`src/rtl/layered_rgb_mux.sv`:
```
// Layered RGB priority compositor for the VGA path.
// Two-stage pipeline: stage 1 registers the pixel inputs and the per-layer hit vector.
// Stage 2 registers the composited colour and accumulates per-frame layer collisions.
// Layer enables are shadowed at startOfFrame, so an enable change never takes effect mid-frame.

// Per-layer hit qualifier: drawing request, enabled, and not the transparent key colour.
module layer_hit_lane #(
    parameter int               RGB_W      = 8,
    parameter logic [RGB_W-1:0] TRANSP_KEY = 8'hFF,
    parameter bit               TRANSP_EN  = 1'b1
) (
    input  logic             dr,
    input  logic             en,
    input  logic [RGB_W-1:0] rgb,
    output logic             hit
);
    // A transparent pixel behaves as if the layer did not request to draw.
    always_comb begin
        hit = dr & en & ~(TRANSP_EN && (rgb == TRANSP_KEY));
    end
endmodule

module layered_rgb_mux #(
    parameter int               NUM_LAYERS = 8,
    parameter int               RGB_W      = 8,
    parameter logic [RGB_W-1:0] TRANSP_KEY = 8'hFF,
    parameter bit               TRANSP_EN  = 1'b1
) (
    input  logic                        clk,
    input  logic                        resetN,
    input  logic                        startOfFrame,
    input  logic [NUM_LAYERS-1:0]       layer_en_req,
    input  logic [NUM_LAYERS-1:0]       layer_dr,
    input  logic [NUM_LAYERS*RGB_W-1:0] layer_rgb,
    input  logic                        overlay_dr,
    input  logic [RGB_W-1:0]            overlay_rgb,
    input  logic [RGB_W-1:0]            background_rgb,
    output logic [RGB_W-1:0]            RGBOut,
    output logic [NUM_LAYERS-1:0]       layer_en_active,
    output logic [NUM_LAYERS-1:0]       collision_mask,
    output logic                        collision_valid
);
    // Flat colour bus viewed as one RGB_W element per layer (layer i at [i*RGB_W +: RGB_W]).
    logic [NUM_LAYERS-1:0][RGB_W-1:0] rgb_arr;
    logic [NUM_LAYERS-1:0]            hit;

    assign rgb_arr = layer_rgb;

    genvar gi;
    generate
        for (gi = 0; gi < NUM_LAYERS; gi++) begin : g_lane
            layer_hit_lane #(
                .RGB_W     (RGB_W),
                .TRANSP_KEY(TRANSP_KEY),
                .TRANSP_EN (TRANSP_EN)
            ) u_lane (
                .dr (layer_dr[gi]),
                .en (layer_en_active[gi]),
                .rgb(rgb_arr[gi]),
                .hit(hit[gi])
            );
        end
    endgenerate

    // Stage 1 registers
    logic [NUM_LAYERS-1:0]            s1_hit;
    logic [NUM_LAYERS-1:0][RGB_W-1:0] s1_rgb;
    logic                             s1_ov_dr;
    logic [RGB_W-1:0]                 s1_ov_rgb;
    logic [RGB_W-1:0]                 s1_bg;

    // Collision accumulator for the frame in progress
    logic [NUM_LAYERS-1:0] coll_acc;
    logic [NUM_LAYERS-1:0] coll_contrib;
    logic                  multi_hit;
    logic [RGB_W-1:0]      pix;

    // Enable shadow: only loaded on the first pixel of a frame.
    always_ff @(posedge clk or negedge resetN) begin
        if (!resetN)           layer_en_active <= '0;
        else if (startOfFrame) layer_en_active <= layer_en_req;
    end

    // Stage 1: capture pixel inputs and the qualified hit vector.
    always_ff @(posedge clk or negedge resetN) begin
        if (!resetN) begin
            s1_hit    <= '0;
            s1_rgb    <= '0;
            s1_ov_dr  <= 1'b0;
            s1_ov_rgb <= '0;
            s1_bg     <= '0;
        end else begin
            s1_hit    <= hit;
            s1_rgb    <= rgb_arr;
            s1_ov_dr  <= overlay_dr;
            s1_ov_rgb <= overlay_rgb;
            s1_bg     <= background_rgb;
        end
    end

    // Priority select: overlay first, then the lowest-index hit layer, else background.
    always_comb begin
        pix = s1_bg;
        for (int i = NUM_LAYERS - 1; i >= 0; i--) begin
            if (s1_hit[i]) pix = s1_rgb[i];
        end
        if (s1_ov_dr) pix = s1_ov_rgb;
    end

    // Two or more hits in the same pixel: clearing the lowest set bit leaves something.
    always_comb begin
        multi_hit    = |(s1_hit & (s1_hit - NUM_LAYERS'(1)));
        coll_contrib = multi_hit ? s1_hit : '0;
    end

    // Stage 2: composited output.
    always_ff @(posedge clk or negedge resetN) begin
        if (!resetN) RGBOut <= '0;
        else         RGBOut <= pix;
    end

    // Collision accumulation; publish and restart at each frame start.
    always_ff @(posedge clk or negedge resetN) begin
        if (!resetN) begin
            coll_acc        <= '0;
            collision_mask  <= '0;
            collision_valid <= 1'b0;
        end else if (startOfFrame) begin
            collision_mask  <= coll_acc | coll_contrib;
            coll_acc        <= '0;
            collision_valid <= 1'b1;
        end else begin
            coll_acc        <= coll_acc | coll_contrib;
            collision_valid <= 1'b0;
        end
    end
endmodule

```
`config.mk`:
```
export PLATFORM = sky130hd
export DESIGN_NAME = layered_rgb_mux
export DESIGN_NICKNAME = d
export VERILOG_FILES = /design/src/rtl/layered_rgb_mux.sv
export SDC_FILE = /design/constraint.sdc
export NUM_CORES = 1
export LEC_CHECK = 0
export CORE_UTILIZATION = 25
export DETAILED_ROUTE_END_ITERATION = 16
export SKIP_CTS_REPAIR_TIMING = 1
export SLEW_MARGIN = 0
export SYNTH_ARGS = -nofsm -noshare
export SYNTH_HDL_FRONTEND = slang
export SYNTH_SLANG_ARGS = --single-unit
export TNS_END_PERCENT = 1
```
`constraint.sdc`:
```
create_clock -name clk -period 2 [get_ports clk]
set_clock_uncertainty 0.2 [all_clocks]
set_input_delay 0.6 -clock clk [delete_from_list [all_inputs] [get_ports clk]]
set_output_delay 0.6 -clock clk [all_outputs]
set_load 0.02 [all_outputs]
```
==> results.tsv, run 1 <==
stage	metric	value	unit
synth	ys_ff_latch	122	
critical_path	worstSetupEndpointType	register	
floorplan	die_area	0.01833	sq mm
global_route	grt_pass1_wl	18670	um
sta	max-slew-margin-rel	66.16	%
clock_network	cts_tree	done	
final_layout	fin_util	38.57	%
synth	synth_nets	424	
floorplan	initial_core_util	25.63	%
detailed_routing	drc	0	
pwr	power	6809	uW
critical_path	cp_max_fo	8	
critical_path	start_kind	register	
global_route	first_global_vias	3351	
detailed_routing	drt.antenna.violating_nets	0	
critical_path	path_class	reg2reg	
final_layout	multi_input_area	0.001235	sq mm
synth	async_reset_ff_share	100.0	%
critical_path	worst_path_largest_cell_delay	0.56	ns
final_layout	drive_gt1_share	13.74	%
final_layout	final_cell_mix	dfrtp_1, clkdlybuf4s50_1, dlymetal6s2s_1	
final_layout	seq_area	0.003054	sq mm
critical_path	cp_cell_sequence	inv_1 -> o22ai_1 -> a2111oi_1 -> a211o_1	
detailed_routing	drt_iter0_markers	194	
clock_network	cts_inserted_buffers	17	
floorplan	io_pins	125	
critical_path	crit_arrival	2.06	ns
detailed_routing	routedWlPerCell	17.58	um
synth	synth_area	0.004448	sq mm
synth	netlist_instances	324	
clock_network	cts-htree-levels	4	
placement	place_inst	666	
placement	place_area	0.005997	sq mm
sta	finalCriticalPeriod	1.911	ns
floorplan	num_rows	48	
floorplan	die_y	135.4	um
final_layout	layout_commonest_cell	dfrtp_1	
sta	tightestPinTransition	0.5064	ns
detailed_routing	vias_per_cell	4.508	
clock_network	clk_pin_slew_worst_paths	0.05	ns
detailed_routing	vias	3151	
sta	max_freq	523.2	MHz
placement	dp_hpwl	9248	um
sta	period_share	95.56	%
placement	place.gp.congestion	0.8045	
synth	yosysSeqAreaShare	68.64	%
detailed_routing	wirelength	12290	um
final_layout	final_nets	561	
floorplan	core_area	0.01736	sq mm
sta	rsz0062_at_grt	false	
pwr	power.density	1017	mW/mm^2
clock_network	clk_path_buf_depth	2	
final_layout	fillers	1611	
critical_path	crit_family	compound AO/OA/AOI/OAI gates	
synth	synth_flop_cell	dfrtp_1	
clock_network	clock_latency	0.41	ns
run_status	status	complete, no violations	
critical_path	cpMaxStageDelayCell	a2111oi_1	
floorplan	die_width	135.4	um
sta	hold_viol_final	0	
hold_path	hold_path_class	reg2reg	
final_layout	area_growth_syn_to_layout	50.49	%
detailed_routing	dr.pass1.iters	4	
final_layout	fin_area	0.006694	sq mm
synth	yosysWarnings	0	
global_route	groute.usage.overall	14.30	%
clock_network	clock_sinks	122	
final_layout	fin_cells	699	
synth	synth_edf_count	0	
pwr	vdd.ir_drop.worst	523.7	uV
clock_network	cts-root-buf	clkbuf_16	
global_route	grt-ovfl-total	0	
global_route	grt_start_max_net_pins	39	
synth	syn_avg_cell_area	13.73	sq um
sta	finalSetupViolations	0	
sta	setup_tns	0	ns
synth	ys_types	38	
sta	slew_viol_final	0	
global_route	antenna_found_initial	0	
critical_path	worst-path-buf-inv	1	
pwr	leakage	0.003026	uW
critical_path	cp.required	2.15	ns
placement	io_buffer_count	124	
run	cap_violations	0	
worst register-to-register path, cell delays in order (launching register included):
cell and delay [ns]:
dfrtp_1 0.48, inv_1 0.25, o22ai_1 0.17, a2111oi_1 0.56, a211o_1 0.18
metrics by stage:
stage	setup WS (ns)	hold WS, ns
after floorplan	0.3323	0.1044
after global placement	0.08854	0.2509
after detailed placement	0.03123	0.2587
after CTS	-0.2931	-0.1203
after global routing	0.02740	0.2832
final	0.08877	0.2746
Yosys cell counts, types with 3 or more instances:
library cell,number,share of area [%]
dfrtp_1,122,69
nand4_1,17,2.4
a21oi_1,13,1.5
mux2i_1,13,2.9
o22ai_1,12,1.7
buf_4,10,1.7
mux2_2,8,2.0
nor2_1,8,0.68
o211a_1,8,1.8
o21ai_0,8,0.90
o21ai_1,8,0.90
buf_2,7,0.79
nand2_1,7,0.59
nor2b_1,7,0.98
nor3_1,7,0.79
a211o_1,6,1.2
clkbuf_1,6,0.51
inv_1,6,0.51
nand2b_1,6,0.84
a221oi_1,5,0.98
and2_1,5,0.70
a211oi_1,4,0.68
o31ai_1,4,0.68
a2111oi_2,3,1.0
nand3b_1,3,0.51
o211ai_1,3,0.51
where the power goes:
group | total (uW) | leakage [uW] | internal [uW] | switching [uW]
clock | 3120 | 0.000302 | 2110 | 1010
combinational | 914 | 0.00128 | 475 | 439
sequential | 2770 | 0.00145 | 2660 | 116
total | 6810 | 0.00303 | 5240 | 1570
path summary, 6_finish.rpt:
path / end / cells past startpoint / slack, ns / from
min in group asynchronous: collision_valid / 2 / 0.43 / resetN
setup / recovery: RGBOut[1] / 4 / 0.09 / s1_hit[5]
setup reg to reg: RGBOut[1] / 4 / 0.09 / s1_hit[5]
hold reg to reg: RGBOut[1] / 1 / 0.27 / s1_ov_rgb[1]
max in group asynchronous: s1_rgb[22] / 3 / 0.67 / resetN
hold / removal: RGBOut[1] / 1 / 0.27 / s1_ov_rgb[1]
state kept, by name, indices dropped and copies added, names as in the netlist:
name,count
RGBOut,8
coll_acc,8
collision_mask,8
collision_valid,1
layer_en_active,8
s1_bg,8
s1_hit,8
s1_ov_dr,1
s1_ov_rgb,8
s1_rgb,64
layer usage:
| layer | track usage [%] | up-vias | part of all wire (%) |
|---|---|---|---|
| met3 | 4.602 | 19 | 5.2 |
| met4 | 6.617 | 0 | 2.0 |
| met5 | 0 | - | 0 |
| li1 | - | 1464 | - |
| met2 | 23.53 | 90 | 50 |
| met1 | 16.94 | 1578 | 43 |
logic make-up (layout without fill, tap and decap cells):
| family | count (synthesis) | after routing | share of synthesized area, % |
|---|---|---|---|
| multiplexers | 21 | 21 | 4.951 |
| buffers and inverters | 30 | 179 | 3.741 |
| other | 0 | 1 | 0 |
| AO/OA/AOI/OAI | 82 | 82 | 13.50 |
| AND/OR/NAND/NOR | 69 | 69 | 9.170 |
| flip-flops | 122 | 122 | 68.64 |
layout make-up:
class                           count  share of cell area, %
Sequential cell                   122                  45.63
Clock inverter                      7                  1.682
Inverter                            6                 0.3364
Clock buffer                       24                  7.495
Tap cell                          225                  4.206
Timing Repair Buffer              142                  22.17
Multi-Input combinational cell    172                  18.45
Antenna cell                        1                0.03738
No activity file was read; power rests on OpenSTA's default activity.
==> inputs of run 2 (changes only) <==
--- a/config.mk
+++ b/config.mk
@@ -6,8 +6,8 @@
 export NUM_CORES = 1
 export LEC_CHECK = 0
 export CORE_UTILIZATION = 25
+export CTS_BUF_LIST = sky130_fd_sc_hd__clkbuf_2 sky130_fd_sc_hd__clkbuf_4 sky130_fd_sc_hd__clkbuf_8
 export DETAILED_ROUTE_END_ITERATION = 16
-export SKIP_CTS_REPAIR_TIMING = 1
 export SLEW_MARGIN = 0
 export SYNTH_ARGS = -nofsm -noshare
 export SYNTH_HDL_FRONTEND = slang
==> results.tsv, run 2 (same netlist as run 1, synthesis figures left out) <==
stage	metric	value	unit	change
run_status	status	complete, no violations		
critical_path	worst-path-buf-inv	1		unchanged
sta	slew_viol_final	0		unchanged
final_layout	final_nets	561		unchanged
clock_network	cts-htree-levels	4		unchanged
pwr	power	5969	uW	-12%
pwr	vdd.ir_drop.worst	383.7	uV	-27%
clock_network	cts_tree	done		
detailed_routing	wl_met2	6148	um	-0.32%
critical_path	cpMaxStageDelayCell	dfrtp_1		
critical_path	start_kind	register		
placement	dp_hpwl	9248	um	unchanged
final_layout	largest_register	s1_rgb		
floorplan	initial_core_util	25.63	%	unchanged
pwr	p_int	4508	uW	-14%
global_route	groute.usage.overall	14.22	%	-0.080 points
clock_network	postCtsSetupRepairBufs	0		
placement	place.gp.congestion	0.8045		unchanged
global_route	grt-ovfl-total	0		unchanged
placement	io_buffer_count	124		unchanged
pwr	clock_power_share	38.9	%	-7.0 points
critical_path	path_class	reg2out		
global_route	first_global_vias	3361		+0.30%
pwr	power_frac_seq	46.4	%	+5.7 points
critical_path	cp.required	1.20	ns	-0.95 ns
detailed_routing	top_layer	met4		
sta	hold_viol_final	0		unchanged
detailed_routing	dr.pass1.iters	5		+1
detailed_routing	wirelength	12160	um	-1.1%
sta	max-slew-margin-rel	66.09	%	-0.068 points
critical_path	crit_family	flip-flops		
clock_network	clock_sinks	122		unchanged
clock_network	clk_pin_slew_worst_paths	0.07	ns	+0.02 ns
critical_path	crit_arrival	1.14	ns	-0.92 ns
pwr	net-switching-power	1461	uW	-6.9%
global_route	antenna_found_initial	0		unchanged
detailed_routing	vias_per_cell	4.463		-1.0%
floorplan	io_pins	125		unchanged
sta	rsz0062_at_grt	false		
final_layout	layout_commonest_cell	dfrtp_1		
floorplan	die_y	135.4	um	unchanged
global_route	grt_start_max_net_pins	39		unchanged
floorplan	die_width	135.4	um	unchanged
run	cap_violations	0		unchanged
critical_path	cp_max_fo	3		-5
floorplan	core_area	0.01736	sq mm	unchanged
detailed_routing	routedWlPerCell	17.42	um	-0.93%
clock_network	clock_latency	0.43	ns	+0.02 ns
critical_path	cp_cell_sequence	dlygate4sd2_1		
detailed_routing	vias	3115		-1.1%
floorplan	num_rows	48		unchanged
detailed_routing	drt_iter0_markers	166		-14%
clock_network	cts_inserted_buffers	17		unchanged
sta	period_share	97.10	%	+1.5 points
pwr	leakage	0.002729	uW	-9.8%
final_layout	diodes	0		-1
sta	setup_tns	0	ns	unchanged
final_layout	area_growth_syn_to_layout	44.33	%	
detailed_routing	drt.antenna.violating_nets	0		unchanged
sta	tightestPinTransition	0.5074	ns	+0.001023 ns
pwr	power.density	929.8	mW/mm^2	-8.6%
clock_network	cts-root-buf	clkbuf_8		
floorplan	die_area	0.01833	sq mm	unchanged
global_route	grt_pass1_wl	18640	um	-0.15%
final_layout	drive_gt1_share	15.01	%	+1.3 points
final_layout	final_cell_mix	dfrtp_1, clkdlybuf4s50_1, clkbuf_8		
final_layout	largest_reg_flops	64		unchanged
detailed_routing	wl_met3	668	um	+5.0%
final_layout	fillers	1639		+1.7%
hold_path	hold_path_class	reg2reg		
critical_path	worstSetupEndpointType	primary output		
clock_network	clk_path_buf_depth	2		unchanged
detailed_routing	drc	0		unchanged
critical_path	worst_path_largest_cell_delay	0.39	ns	-0.17 ns
sta	max_freq	515.0	MHz	-1.6%
sta	finalSetupViolations	0		unchanged
detailed_routing	wl_met1	5100	um	-2.7%
pwr	power_switching_share	24.47	%	+1.4 points
sta	finalCriticalPeriod	1.942	ns	+0.03067 ns
pwr	power_frac_comb	14.7	%	+1.3 points
## run 2: cell count changes in the layout (fill, tap and decap cells not counted)
cell	previous run	this run
clkbuf_16	17	0
clkdlybuf4s15_1	0	7
dlygate4sd2_1	0	14
buf_2	1	2
clkbuf_1	2	0
diode_2	1	0
clkbuf_8	5	22
clkdlybuf4s15_2	0	2
dlymetal6s2s_1	25	0
clkbuf_4	0	2
clkbuf_2	0	1
## run 2: worst paths after layout
kind	startpoint	slack [ns]	to	depth (start not counted)
setup / recovery	layer_en_active[7]	0.06	layer_en_active[7]	1
hold / removal	s1_ov_rgb[0]	0.27	RGBOut[0]	1
setup reg to reg	s1_hit[5]	0.09	RGBOut[1]	4
hold reg to reg	s1_ov_rgb[0]	0.27	RGBOut[0]	1
max in group asynchronous	resetN	0.69	layer_en_active[2]	3
min in group asynchronous	resetN	0.40	collision_valid	2
## run 2: power by group through the flow
stage / Clock (uW) / Sequential [uW] / Combinational (uW)
after detailed placement: 0 / 2810 / 933
after global routing: 2480 / 2790 / 953
after global placement: 0 / 2820 / 920
after CTS: 2380 / 2770 / 891
after floorplan: 0 / 2830 / 364
final: 2320 / 2770 / 879
## run 2: cell type report
cell class                      count  area [sq um]  share of cell area (%)
Inverter                            6         22.52                  0.3508
Multi-Input combinational cell    172          1235                   19.24
Sequential cell                   122          3054                   47.57
Tap cell                          225         281.5                   4.385
Clock inverter                      7         112.6                   1.754
Clock buffer                       24         317.8                   4.950
Timing Repair Buffer              142          1396                   21.75
## run 2: timing repair
item / CTS / global route
pin swaps: 0 / 0
endpoints found under the setup margin: 25 / 13
hold endpoints to repair: 18 / 0
gates resized for setup: 32 / 11
hold buffers: 1 / 0
## run 2: stage by stage
step / worst slack (ns) / utilization (%) / instance area (sq um) / instances / hold WS, ns
floorplan: 0.3323 / - / 4448 / 324 / 0.1044
global route: 0.001591 / 36.99 / 6420 / 698 / 0.2872
detailed placement: 0.03123 / 34.55 / 5997 / 666 / 0.2587
finish: 0.05810 / 36.99 / 6420 / 698 / 0.2721
CTS: 0.005945 / 36.96 / 6415 / 698 / 0.2726
global placement: 0.08854 / 34.55 / 5997 / 666 / 0.2509
## run 2: routing by layer
layer  global-route usage, %  vias to the layer above
met5                       0                        -
met4                   6.429                        0
li1                        -                     1461
met2                   23.30                       87
met1                   16.97                     1550
met3                   4.602                       17
